===== src/rtl/canal_lock_ctrl.sv =====
// Canal lock chamber controller: water level, two timed gates, automatic
// transit sequencing with per-side request latching, manual mode and fault latch.
module canal_lock_ctrl #(
    parameter int WIDTH       = 8,
    parameter int OUTER_LEVEL = 73,
    parameter int INNER_LEVEL = 49,
    parameter int RESET_LEVEL = 52,
    parameter int FILL_STEP   = 2,
    parameter int DRAIN_STEP  = 2,
    parameter int GATE_CYCLES = 4
) (
    input  logic             clk,
    input  logic             rst,
    input  logic             mode_auto,
    input  logic             req_outer,
    input  logic             req_inner,
    input  logic             gondola_in,
    input  logic             gondola_out,
    input  logic             man_fill,
    input  logic             man_drain,
    input  logic             man_outer,
    input  logic             man_inner,
    output logic [WIDTH-1:0] lock_level,
    output logic             outer_open,
    output logic             inner_open,
    output logic             gate_moving,
    output logic             busy,
    output logic [3:0]       state,
    output logic             transit_done,
    output logic             fault
);

    localparam logic [WIDTH-1:0] OUT_L  = WIDTH'(OUTER_LEVEL);
    localparam logic [WIDTH-1:0] IN_L   = WIDTH'(INNER_LEVEL);
    localparam logic [WIDTH-1:0] RST_L  = WIDTH'(RESET_LEVEL);
    localparam logic [WIDTH-1:0] F_STEP = WIDTH'(FILL_STEP);
    localparam logic [WIDTH-1:0] D_STEP = WIDTH'(DRAIN_STEP);
    localparam int               CW     = (GATE_CYCLES > 1) ? $clog2(GATE_CYCLES) : 1;
    localparam logic [CW-1:0]    CNT_LOAD = CW'(GATE_CYCLES - 1);

    typedef enum logic [3:0] {
        IDLE        = 4'd0,
        EQ_ENTRY    = 4'd1,
        OPEN_ENTRY  = 4'd2,
        WAIT_IN     = 4'd3,
        CLOSE_ENTRY = 4'd4,
        EQ_EXIT     = 4'd5,
        OPEN_EXIT   = 4'd6,
        WAIT_OUT    = 4'd7,
        CLOSE_EXIT  = 4'd8,
        DONE        = 4'd9
    } state_t;

    state_t           state_q, state_d;
    logic [WIDTH-1:0] level_q, level_d;
    logic             outer_q, outer_d, inner_q, inner_d;
    logic             mov_q, mov_d, mov_outer_q, mov_outer_d, mov_open_q, mov_open_d;
    logic [CW-1:0]    cnt_q, cnt_d;
    logic             pend_outer_q, pend_outer_d, pend_inner_q, pend_inner_d;
    logic             entry_outer_q, entry_outer_d;
    logic             busy_q, busy_d, done_q, done_d, fault_q, fault_d;

    logic             st_go, st_outer, st_open, lvl_go, lvl_fire, flag_upd;
    logic [WIDTH-1:0] lvl_tgt, entry_lvl, exit_lvl;
    logic             entry_flag, exit_flag;
    logic             can_open_o, can_open_i, can_close_o, can_close_i;

    always_comb begin
        entry_lvl   = entry_outer_q ? OUT_L : IN_L;
        exit_lvl    = entry_outer_q ? IN_L : OUT_L;
        entry_flag  = entry_outer_q ? outer_q : inner_q;
        exit_flag   = entry_outer_q ? inner_q : outer_q;
        can_open_o  = !mov_q && !outer_q && !inner_q && (level_q == OUT_L);
        can_open_i  = !mov_q && !inner_q && !outer_q && (level_q == IN_L);
        can_close_o = !mov_q && outer_q;
        can_close_i = !mov_q && inner_q;
    end

    // Sequencing; every gate start below is already interlock-qualified.
    always_comb begin
        state_d       = state_q;
        entry_outer_d = entry_outer_q;
        pend_outer_d  = pend_outer_q;
        pend_inner_d  = pend_inner_q;
        st_go         = 1'b0;
        st_outer      = 1'b0;
        st_open       = 1'b0;
        lvl_go        = 1'b0;
        lvl_tgt       = level_q;
        if (fault_q) begin
            state_d = IDLE;
        end else begin
            if (state_q != IDLE) begin
                if (req_outer) pend_outer_d = 1'b1;
                if (req_inner) pend_inner_d = 1'b1;
            end
            case (state_q)
                IDLE: begin
                    if (mode_auto) begin
                        if (req_outer || pend_outer_q) begin
                            state_d       = EQ_ENTRY;
                            entry_outer_d = 1'b1;
                            pend_outer_d  = 1'b0;
                            if (req_inner) pend_inner_d = 1'b1;
                        end else if (req_inner || pend_inner_q) begin
                            state_d       = EQ_ENTRY;
                            entry_outer_d = 1'b0;
                            pend_inner_d  = 1'b0;
                        end
                    end else begin
                        if (man_outer ? can_open_o : can_close_o) begin
                            st_go    = 1'b1;
                            st_outer = 1'b1;
                            st_open  = man_outer;
                        end else if (man_inner ? can_open_i : can_close_i) begin
                            st_go   = 1'b1;
                            st_open = man_inner;
                        end
                        if (man_fill) begin
                            lvl_go  = 1'b1;
                            lvl_tgt = OUT_L;
                        end else if (man_drain) begin
                            lvl_go  = 1'b1;
                            lvl_tgt = IN_L;
                        end
                    end
                end
                EQ_ENTRY: begin
                    if (level_q == entry_lvl) state_d = OPEN_ENTRY;
                    else begin
                        lvl_go  = 1'b1;
                        lvl_tgt = entry_lvl;
                    end
                end
                OPEN_ENTRY: begin
                    if (!mov_q && entry_flag) state_d = WAIT_IN;
                    else if (entry_outer_q ? can_open_o : can_open_i) begin
                        st_go    = 1'b1;
                        st_outer = entry_outer_q;
                        st_open  = 1'b1;
                    end
                end
                WAIT_IN: if (gondola_in) state_d = CLOSE_ENTRY;
                CLOSE_ENTRY: begin
                    if (!mov_q && !entry_flag) state_d = EQ_EXIT;
                    else if (entry_outer_q ? can_close_o : can_close_i) begin
                        st_go    = 1'b1;
                        st_outer = entry_outer_q;
                    end
                end
                EQ_EXIT: begin
                    if (level_q == exit_lvl) state_d = OPEN_EXIT;
                    else begin
                        lvl_go  = 1'b1;
                        lvl_tgt = exit_lvl;
                    end
                end
                OPEN_EXIT: begin
                    if (!mov_q && exit_flag) state_d = WAIT_OUT;
                    else if (entry_outer_q ? can_open_i : can_open_o) begin
                        st_go    = 1'b1;
                        st_outer = !entry_outer_q;
                        st_open  = 1'b1;
                    end
                end
                WAIT_OUT: if (gondola_out) state_d = CLOSE_EXIT;
                CLOSE_EXIT: begin
                    if (!mov_q && !exit_flag) state_d = DONE;
                    else if (entry_outer_q ? can_close_i : can_close_o) begin
                        st_go    = 1'b1;
                        st_outer = !entry_outer_q;
                    end
                end
                DONE:    state_d = IDLE;
                default: state_d = IDLE;
            endcase
        end
    end

    always_comb begin
        lvl_fire = lvl_go && !st_go && !mov_q && !outer_q && !inner_q;
        level_d  = level_q;
        if (lvl_fire) begin
            if (level_q < lvl_tgt)
                level_d = (lvl_tgt - level_q < F_STEP) ? lvl_tgt : level_q + F_STEP;
            else if (level_q > lvl_tgt)
                level_d = (level_q - lvl_tgt < D_STEP) ? lvl_tgt : level_q - D_STEP;
        end

        // The open flag flips one cycle before motion ends, i.e. on the last motion cycle.
        mov_d       = mov_q;
        mov_outer_d = mov_outer_q;
        mov_open_d  = mov_open_q;
        cnt_d       = cnt_q;
        outer_d     = outer_q;
        inner_d     = inner_q;
        flag_upd    = 1'b0;
        if (st_go) begin
            mov_d       = 1'b1;
            mov_outer_d = st_outer;
            mov_open_d  = st_open;
            cnt_d       = CNT_LOAD;
            flag_upd    = (GATE_CYCLES == 1);
        end else if (mov_q && !fault_q) begin
            if (cnt_q == '0) mov_d = 1'b0;
            else cnt_d = cnt_q - 1'b1;
            flag_upd = (cnt_q == CW'(1));
        end
        if (flag_upd) begin
            if (mov_outer_d) outer_d = mov_open_d;
            else inner_d = mov_open_d;
        end

        fault_d = fault_q || (outer_q && inner_q) || (level_q < IN_L) || (level_q > OUT_L);
        busy_d  = (state_d != IDLE);
        done_d  = (state_d == DONE);
    end

    always_ff @(posedge clk or posedge rst) begin
        if (rst) begin
            state_q       <= IDLE;
            level_q       <= RST_L;
            outer_q       <= 1'b0;
            inner_q       <= 1'b0;
            mov_q         <= 1'b0;
            mov_outer_q   <= 1'b0;
            mov_open_q    <= 1'b0;
            cnt_q         <= '0;
            pend_outer_q  <= 1'b0;
            pend_inner_q  <= 1'b0;
            entry_outer_q <= 1'b0;
            busy_q        <= 1'b0;
            done_q        <= 1'b0;
            fault_q       <= 1'b0;
        end else begin
            state_q       <= state_d;
            level_q       <= level_d;
            outer_q       <= outer_d;
            inner_q       <= inner_d;
            mov_q         <= mov_d;
            mov_outer_q   <= mov_outer_d;
            mov_open_q    <= mov_open_d;
            cnt_q         <= cnt_d;
            pend_outer_q  <= pend_outer_d;
            pend_inner_q  <= pend_inner_d;
            entry_outer_q <= entry_outer_d;
            busy_q        <= busy_d;
            done_q        <= done_d;
            fault_q       <= fault_d;
        end
    end

    assign lock_level   = level_q;
    assign outer_open   = outer_q;
    assign inner_open   = inner_q;
    assign gate_moving  = mov_q;
    assign busy         = busy_q;
    assign state        = state_q;
    assign transit_done = done_q;
    assign fault        = fault_q;

endmodule

===== config.mk =====
export PLATFORM = sky130hd
export DESIGN_NAME = canal_lock_ctrl
export DESIGN_NICKNAME = d
export VERILOG_FILES = /design/src/rtl/canal_lock_ctrl.sv
export SDC_FILE = /design/constraint.sdc
export NUM_CORES = 1
export LEC_CHECK = 0
export ABC_AREA = 1
export CELL_PAD_IN_SITES_DETAIL_PLACEMENT = 2
export CELL_PAD_IN_SITES_GLOBAL_PLACEMENT = 2
export CORE_AREA = 4 4 100 102
export CTS_BUF_LIST = sky130_fd_sc_hd__clkbuf_16
export DETAILED_ROUTE_END_ITERATION = 10
export DIE_AREA = 0 0 104 106
export PLACE_DENSITY = 0.9
export SYNTH_ARGS = -nofsm -noshare
export SYNTH_HDL_FRONTEND = slang
export SYNTH_SLANG_ARGS = --single-unit

===== constraint.sdc =====
create_clock -name clk -period 5.9 [get_ports clk]
set_input_delay 1.475 -clock clk [delete_from_list [all_inputs] [get_ports clk]]
set_output_delay 1.475 -clock clk [all_outputs]
set_load 0.02 [all_outputs]

==> impl_results.md, run 1 <==
* Peak supply drop at 0.115 mV
* Number of synthesized register bits at 25
* Worst-Skew Late Latency at 0.27 ns
* Worst-path clk slew at ~0.08 ns
* Worst Path Max Fanout at 13
* Slew Limit Headroom at 27.2%
* Antenna violations before repair at 0
* Dpl hpwl at 9830 microns
* Final Skew at 0.00602 ns
* H-tree depth at 1
* Total design power at 365 uW
* Comb pwr share at under 10%
* Required @ worst endpoint at 6.07 ns
* Setup bufs post-CTS at 0
* HP Class: reg2reg
* Arrival time worst endpoint at 5.38 ns
* Cell with the most instances after synthesis: nand2_1
* Final setup fails at 0
* Leak at 1.76 nW
* Post-CTS Hold Fix Bufs at 0
* CTS buffer count at 3
* Via count at 3395
* # resized after CTS at 0
* CP endpoint kind: flop
* RSZ-0062 raised after global routing: no
* Largest net degree at the start of global routing at 26
* Die span in y at 106 microns
* Antenna viol nets, final at 0
* Grt ovf at 0
* Ant diodes at 0
* Vias in the first global route at 3918
* Die area at 11000 sq um
* Share of layout cells above drive strength 1 at 11.8%
* Pint at 276 uW
* Ys async rst share at 100%
* Rows at 35
* TritonRoute pass-1 iters at 4
* Clock power frac at between 40% and 50%
* Post-synth top area share at 17.6%
* Synth Cell Area at 3140 sq um
* Core area at 9110 sq um
* Synth Instances at around 480
* Crit start category: primary input
* WL/cell at roughly 20 microns
* Clock Sinks at 25
* DRC viols at 0
* DR vias/cell at 5.54
* Pre-CTS WS at between 0.5 and 0.6 ns
* Sw power at roughly 90 uW
* Hold Vio Cnt, Final at 0
* Synth area leader: dfrtp_1
* Reg power frac at 47.2%
* I/O pins at 29
* Slowest CP cell: clkdlybuf4s50_1
* Final worst path period need at 5.21 ns
* Syn Area/Cell at 6.48 sq um
* DR iter-0 viols at 135
* Die width at 104 microns
* Fmax at between 150 and 200 MHz
* Status: finished, final reports clean
* Routed WL at between 10000 and 15000 microns
* Clk buf depth at 2
* Tcrit/Tclk final at 88.3%
* Least-Margin Pin Slew at about 1.1 ns
* P per Cell Area at 103 nW/um^2
* PnR worst setup slack at 0.690 ns
* Filler instances at 1134
* Setup CP Type: in2reg
* Max stage delay on crit path at 0.48 ns
* Routability congestion estimate at 0.856
* Post-Route Utilization at 39.0%
* Clk root buf: clkbuf_16
* Setup TNS at 0 ns
* TritonCTS clock tree: done
* Post-synth top cells: nand2_1 (123), inv_1 (62), nor2_1 (45), nand3_1 (33), a21oi_1 (30)
* Post-synth top flop: dfrtp_1
* Initial Utilization at 34.4%
* Sw Ratio at 24.6%
* Final #Nets at 532
* Layout area overhead at 13.3%
* Max-slew violation count at 0
* Post-synth EDFFs at 0
* Max-cap viol count at 0
* Netlist cell types at 48
* Max FFs per register at 8
* First-pass GRT wire length at about 21000 microns
* Gr usage total at 23.1%
* Synthesized Nets at 513
* Critical Path Most Common Cell: nand2_1
* Main area contributors after synthesis: dfrtp_1 (18%), nand2_1 (15%), inv_1 (7.4%), ha_1 (6.8%), nor2_1 (5.4%)
* Port bufs at 28
* Cell Chain, Critical Path: clkdlybuf4s50_1 > inv_2 > nand2_1 > nand2_1 > nand2_1 > nand2_1 > nand4_1 > o21ai_0 > inv_1 > ha_1 > nand2_1 > o21ai_2 > nand2_1 > nand2_1 > nand2_1 > nand2_1 > nand2_1 > a21oi_1 > nand3_2 > nand2_1 > nor3b_1 > nor2_1 > a21oi_1
* Register area share after synthesis at between 20% and 30%
* Ys Warns at 0
kinds of logic (layout without fill, tap and decap cells):
family | count (synthesis) | count (layout) | synth area share (%)
AO/OA/AOI/OAI | 73 | 73 | 14.0
buffers and inverters | 88 | 106 | 12.1
AND/OR/NAND/NOR | 264 | 264 | 41.9
flip-flops | 25 | 25 | 20.1
adder cells (fa/ha/maj) | 18 | 18 | 7.42
XOR/XNOR | 16 | 16 | 4.47
metrics by stage:
| stage | hold WS, ns | std cells | instance area [sq um] |
|---|---|---|---|
| after detailed placement | 0.497 | 609 | 3470 |
| final | 0.511 | 613 | 3550 |
| after global placement | 0.472 | 609 | 3470 |
| after floorplan | 0.456 | 484 | 3140 |
| after CTS | 0.515 | 613 | 3550 |
| after global routing | 0.554 | 613 | 3550 |
routing by layer:
metal,vias to the layer above,GRT usage (%),part of all wire [%]
met4,0,5.13,1.5
met5,-,0,0
met2,72,42.1,50
met3,15,1.94,3.6
met1,1698,29.5,45
li1,1610,-,-
final timing paths:
path | depth (start not counted) | to | slack [ns] | startpoint
min in group asynchronous | 2 | mov_outer_q | 1.78 | rst
worst max register to register | 19 | lock_level[4] | 1.74 | entry_outer_q
worst min register to register | 1 | mov_open_q | 0.51 | mov_open_q
worst max-delay path | 23 | lock_level[4] | 0.69 | mode_auto
max in group asynchronous | 2 | lock_level[3] | 3.47 | rst
worst min-delay path | 1 | mov_open_q | 0.51 | mov_open_q
critical path, delay by kind of cell:
family | cells | cell delay, ns
AND/OR/NAND/NOR | 15 | 1.79
AO/OA/AOI/OAI | 4 | 0.87
buffers and inverters | 3 | 0.78
adder cells (fa/ha/maj) | 1 | 0.44
power groups by stage:
stage	combinational [mW]	clock (mW)	sequential, mW
final	0.0242	0.169	0.173
after global routing	0.0268	0.179	0.173
after CTS	0.0242	0.170	0.173
after detailed placement	0.0240	0	0.176
after global placement	0.0227	0	0.176
after floorplan	0.0109	0	0.176
cells in the final DEF (no fill, tap or decap), types with 2 or more instances in the layout:
cell type        Yosys  layout
nor2_2               4       4
nand3_1             33      33
dfstp_2              3       3
nor2_1              45      45
a31oi_1              2       2
nand2_4              6       6
o21ai_0             15      15
dfrtp_1             22      22
o22ai_1              2       2
nor3b_1              2       2
xor2_1              13      13
o31ai_1              5       5
o211ai_1             5       5
ha_1                17      17
clkdlybuf4s50_1      0      28
nand2_2              9       9
nand3_2              8       8
a21oi_1             30      30
inv_6                1       2
clkbuf_16            0       3
inv_1               62      62
nor2_4               4       4
inv_2                7       7
nor3_1               7       7
nor2_8               2       2
nand2_1            123     123
o21ai_2              3       3
nand4_1             17      17
a211oi_1             3       3
inv_4                2       2
xnor2_1              3       3
final cells by class:
cell class	instances	area [sq um]	share of cell area (%)
multi-input cells	371	2130	59.9
flip-flops and latches	25	629	17.7
repair buffers	29	288	8.10
inverters	73	285	8.03
well taps	111	139	3.91
clock buffers	3	75.1	2.11
clock inverters	1	8.76	0.247
Power figures use the tool's default switching activity.
==> run 2, diff against run 1 <==
Settings changed: CAP_MARGIN set to 20, SETUP_SLACK_MARGIN set to 0.3.
==> run 2 against run 1 <==
  * Combinational power is 9.9% higher
  * Die area unchanged
  * Clock skew is essentially flat
  * Sequential share of layout area decreased by 0.17 points
  * Flip-flop and latch count is the same
  * Non-clock buffer count increased by 1
  * Routed wire length up 0.83%
  * Hold slack lost 0.0013 ns
  * Register-to-register slack better by 0.03 ns
  * Highest routed layer unchanged
==> impl_results.md, run 2 (synthesis results as in run 1) <==
* Status: finished, final reports clean
* Sw Ratio at 24.6% (about the same)
* Max stage delay on crit path at 0.48 ns (about the same)
* Worst reg2reg path startpoint: entry_outer_q
* Core area at 9110 sq um (unchanged)
* First-pass GRT wire length at 20900 microns (unchanged)
* Comb pwr share at 7.2% (+0.6 points)
* Layout area overhead at 14.4%
* Clk root buf: clkbuf_16
* Routed WL at 12500 microns (+0.83%)
* Final #Nets at 533 (+0.19%)
* Gr usage total at 23.1% (unchanged)
* Dpl hpwl at 9830 microns (unchanged)
* Sw power at 90.4 uW (+0.67%)
* Post-CTS Hold Fix Bufs at 0 (unchanged)
* Share of layout cells above drive strength 1 at 11.9% (+0.18 points)
* Least-Margin Pin Slew at 0.566 ns (-0.525 ns)
* Grt ovf at 0 (unchanged)
* Clock Sinks at 25 (unchanged)
* Initial Utilization at 34.4% (unchanged)
* Pint at 277 uW (+0.67%)
* Rows at 35 (unchanged)
* Setup CP Type: in2reg
* Antenna viol nets, final at 0 (unchanged)
* Ant diodes at 0 (unchanged)
* Die area at 11000 sq um (unchanged)
* Arrival time worst endpoint at 5.36 ns (-0.02 ns)
* Reg power frac at 46.9% (-0.3 points)
* Clk buf depth at 2 (unchanged)
* Hold Vio Cnt, Final at 0 (unchanged)
* Cell Chain, Critical Path: clkdlybuf4s50_1 > inv_2 > nand2_1 > nand2_1 > nand2_1 > nand2_1 > nand4_1 > o21ai_0 > inv_1 > ha_1 > nand2_1 > o21ai_2 > nand2_1 > nand2_1 > nand2_1 > nand2_1 > nand2_1 > a21oi_1 > nand3_4 > nand2_1 > nor3b_1 > nor2_1 > a21oi_1
* Largest net degree at the start of global routing at 26 (unchanged)
* Most frequent cells in the layout: nand2_1 (123), inv_1 (62), nor2_1 (45)
* Fmax at 193 MHz (+0.48%)
* Slowest CP cell: clkdlybuf4s50_1
* Leak at 1.77 nW (+0.79%)
* TritonCTS clock tree: done
* Max-slew violation count at 0 (unchanged)
* Vias in the first global route at 3918 (unchanged)
* Tcrit/Tclk final at 87.9% (-0.43 points)
* WL/cell at 20.4 microns (+0.67%)
* Peak supply drop at 0.115 mV (about the same)
* Largest delay share family, worst path: simple AND/OR/NAND/NOR gates
* Final Skew at 0.00625 ns (+0.000229 ns)
* Hold Crit Start: mov_open_q
* Leading cell type in the layout, fill and taps excluded: nand2_1
* CP endpoint kind: flop
* DR iter-0 viols at 144 (+6.7%)
* TritonRoute pass-1 iters at 4 (unchanged)
* RSZ-0062 raised after global routing: no
* HP Class: reg2reg
* Required @ worst endpoint at 6.07 ns (about the same)
* Via count at 3404 (+0.27%)
* Final setup fails at 0 (unchanged)
* Die width at 104 microns (unchanged)
* Setup bufs post-CTS at 0 (unchanged)
* Hold depth at 1 (unchanged)
* DRC viols at 0 (unchanged)
* CTS buffer count at 3 (unchanged)
* Clock power frac at 45.9% (-0.3 points)
* Worst Path Max Fanout at 13 (unchanged)
* RR Endpoint: lock_level[4]
* Critical Path Most Common Cell: nand2_1
* # resized after CTS at 0 (unchanged)
* DR vias/cell at 5.54 (+0.10%)
* P per Cell Area at 103 nW/um^2 (-0.31%)
* Slew Limit Headroom at 62.3% (+35 points)
* Die span in y at 106 microns (unchanged)
* Crit start category: primary input
* I/O pins at 29 (unchanged)
* Port bufs at 28 (unchanged)
* Worst path bufs/invs at 3 (unchanged)
* Setup TNS at 0 ns (unchanged)
* Worst R2R Path Depth at 19 (unchanged)
* Antenna violations before repair at 0 (unchanged)
* Worst-path clk slew at 0.08 ns (about the same)
* Routability congestion estimate at 0.856 (unchanged)
* Max FFs per register at 8 (unchanged)
* H-tree depth at 1 (unchanged)
* R2R Setup Slk at 1.77 ns (+0.03 ns)
* Worst-Skew Late Latency at 0.27 ns (about the same)
* Final worst path period need at 5.18 ns (-0.0251 ns)
* Hold path endpoint: mov_open_q
* Max-cap viol count at 0 (unchanged)
* Hold slack at 0.509 ns (-0.00130 ns)
-- run 2: layer usage --
| layer | global-route usage (%) | part of all wire, % | vias to the layer above |
|---|---|---|---|
| met3 | 1.94 | 3.1 | 17 |
| met1 | 29.5 | 46 | 1702 |
| met5 | 0 | 0 | - |
| li1 | - | - | 1613 |
| met2 | 42.1 | 50 | 72 |
| met4 | 5.13 | 1.7 | 0 |
-- run 2: worst max-delay path by stage --
stage               from             to  depth (start not counted)
2_1_floorplan  mode_auto  lock_level[6]                         24
3_3_place_gp   mode_auto  lock_level[4]                         23
3_5_place_dp   mode_auto  lock_level[4]                         23
4_1_cts        mode_auto  lock_level[4]                         23
5_1_grt        mode_auto  lock_level[4]                         23
6_report       mode_auto  lock_level[4]                         23
-- run 2: through the flow --
step | worst slack (ns) | instance area [sq um] | power [mW] | util (%) | std cells
floorplan | 1.99 | 3140 | 0.187 | - | 484
global placement | 0.850 | 3470 | 0.199 | 38.1 | 609
detailed placement | 0.569 | 3470 | 0.200 | 38.1 | 609
CTS | 0.690 | 3550 | 0.367 | 39.0 | 613
global route | 0.363 | 3590 | 0.381 | 39.4 | 614
finish | 0.715 | 3590 | 0.368 | 39.4 | 614
-- run 2: layout make-up --
cell class                 instances  area, sq um
fill                            1130         5520
multi-input combinational        371         2130
sequential                        25          629
timing repair buffer              30          315
inverter                          73          285
tap                              111          139
clock buffer                       3         75.1
clock inverter                     1         8.76
-- run 2: power groups by stage --
stage | sequential (mW) | combinational, mW | clock [mW]
final | 0.173 | 0.0266 | 0.169
after global routing | 0.173 | 0.0291 | 0.179
after CTS | 0.173 | 0.0242 | 0.170
after detailed placement | 0.176 | 0.0240 | 0
after global placement | 0.176 | 0.0227 | 0
after floorplan | 0.176 | 0.0109 | 0
-- run 2: worst reg2reg max path, cell delays in order (launching register included) --
cell and delay, ns:
dfrtp_1 0.69, inv_1 0.28, nand2_1 0.19, nand4_1 0.13, o21ai_0 0.24, inv_1 0.14
ha_1 0.45, nand2_1 0.16, o21ai_2 0.20, nand2_1 0.10, nand2_1 0.07, nand2_1 0.06
nand2_1 0.08, nand2_1 0.05, a21oi_1 0.23, nand3_4 0.22, nand2_1 0.12, nor3b_1 0.27
nor2_1 0.10, a21oi_1 0.27
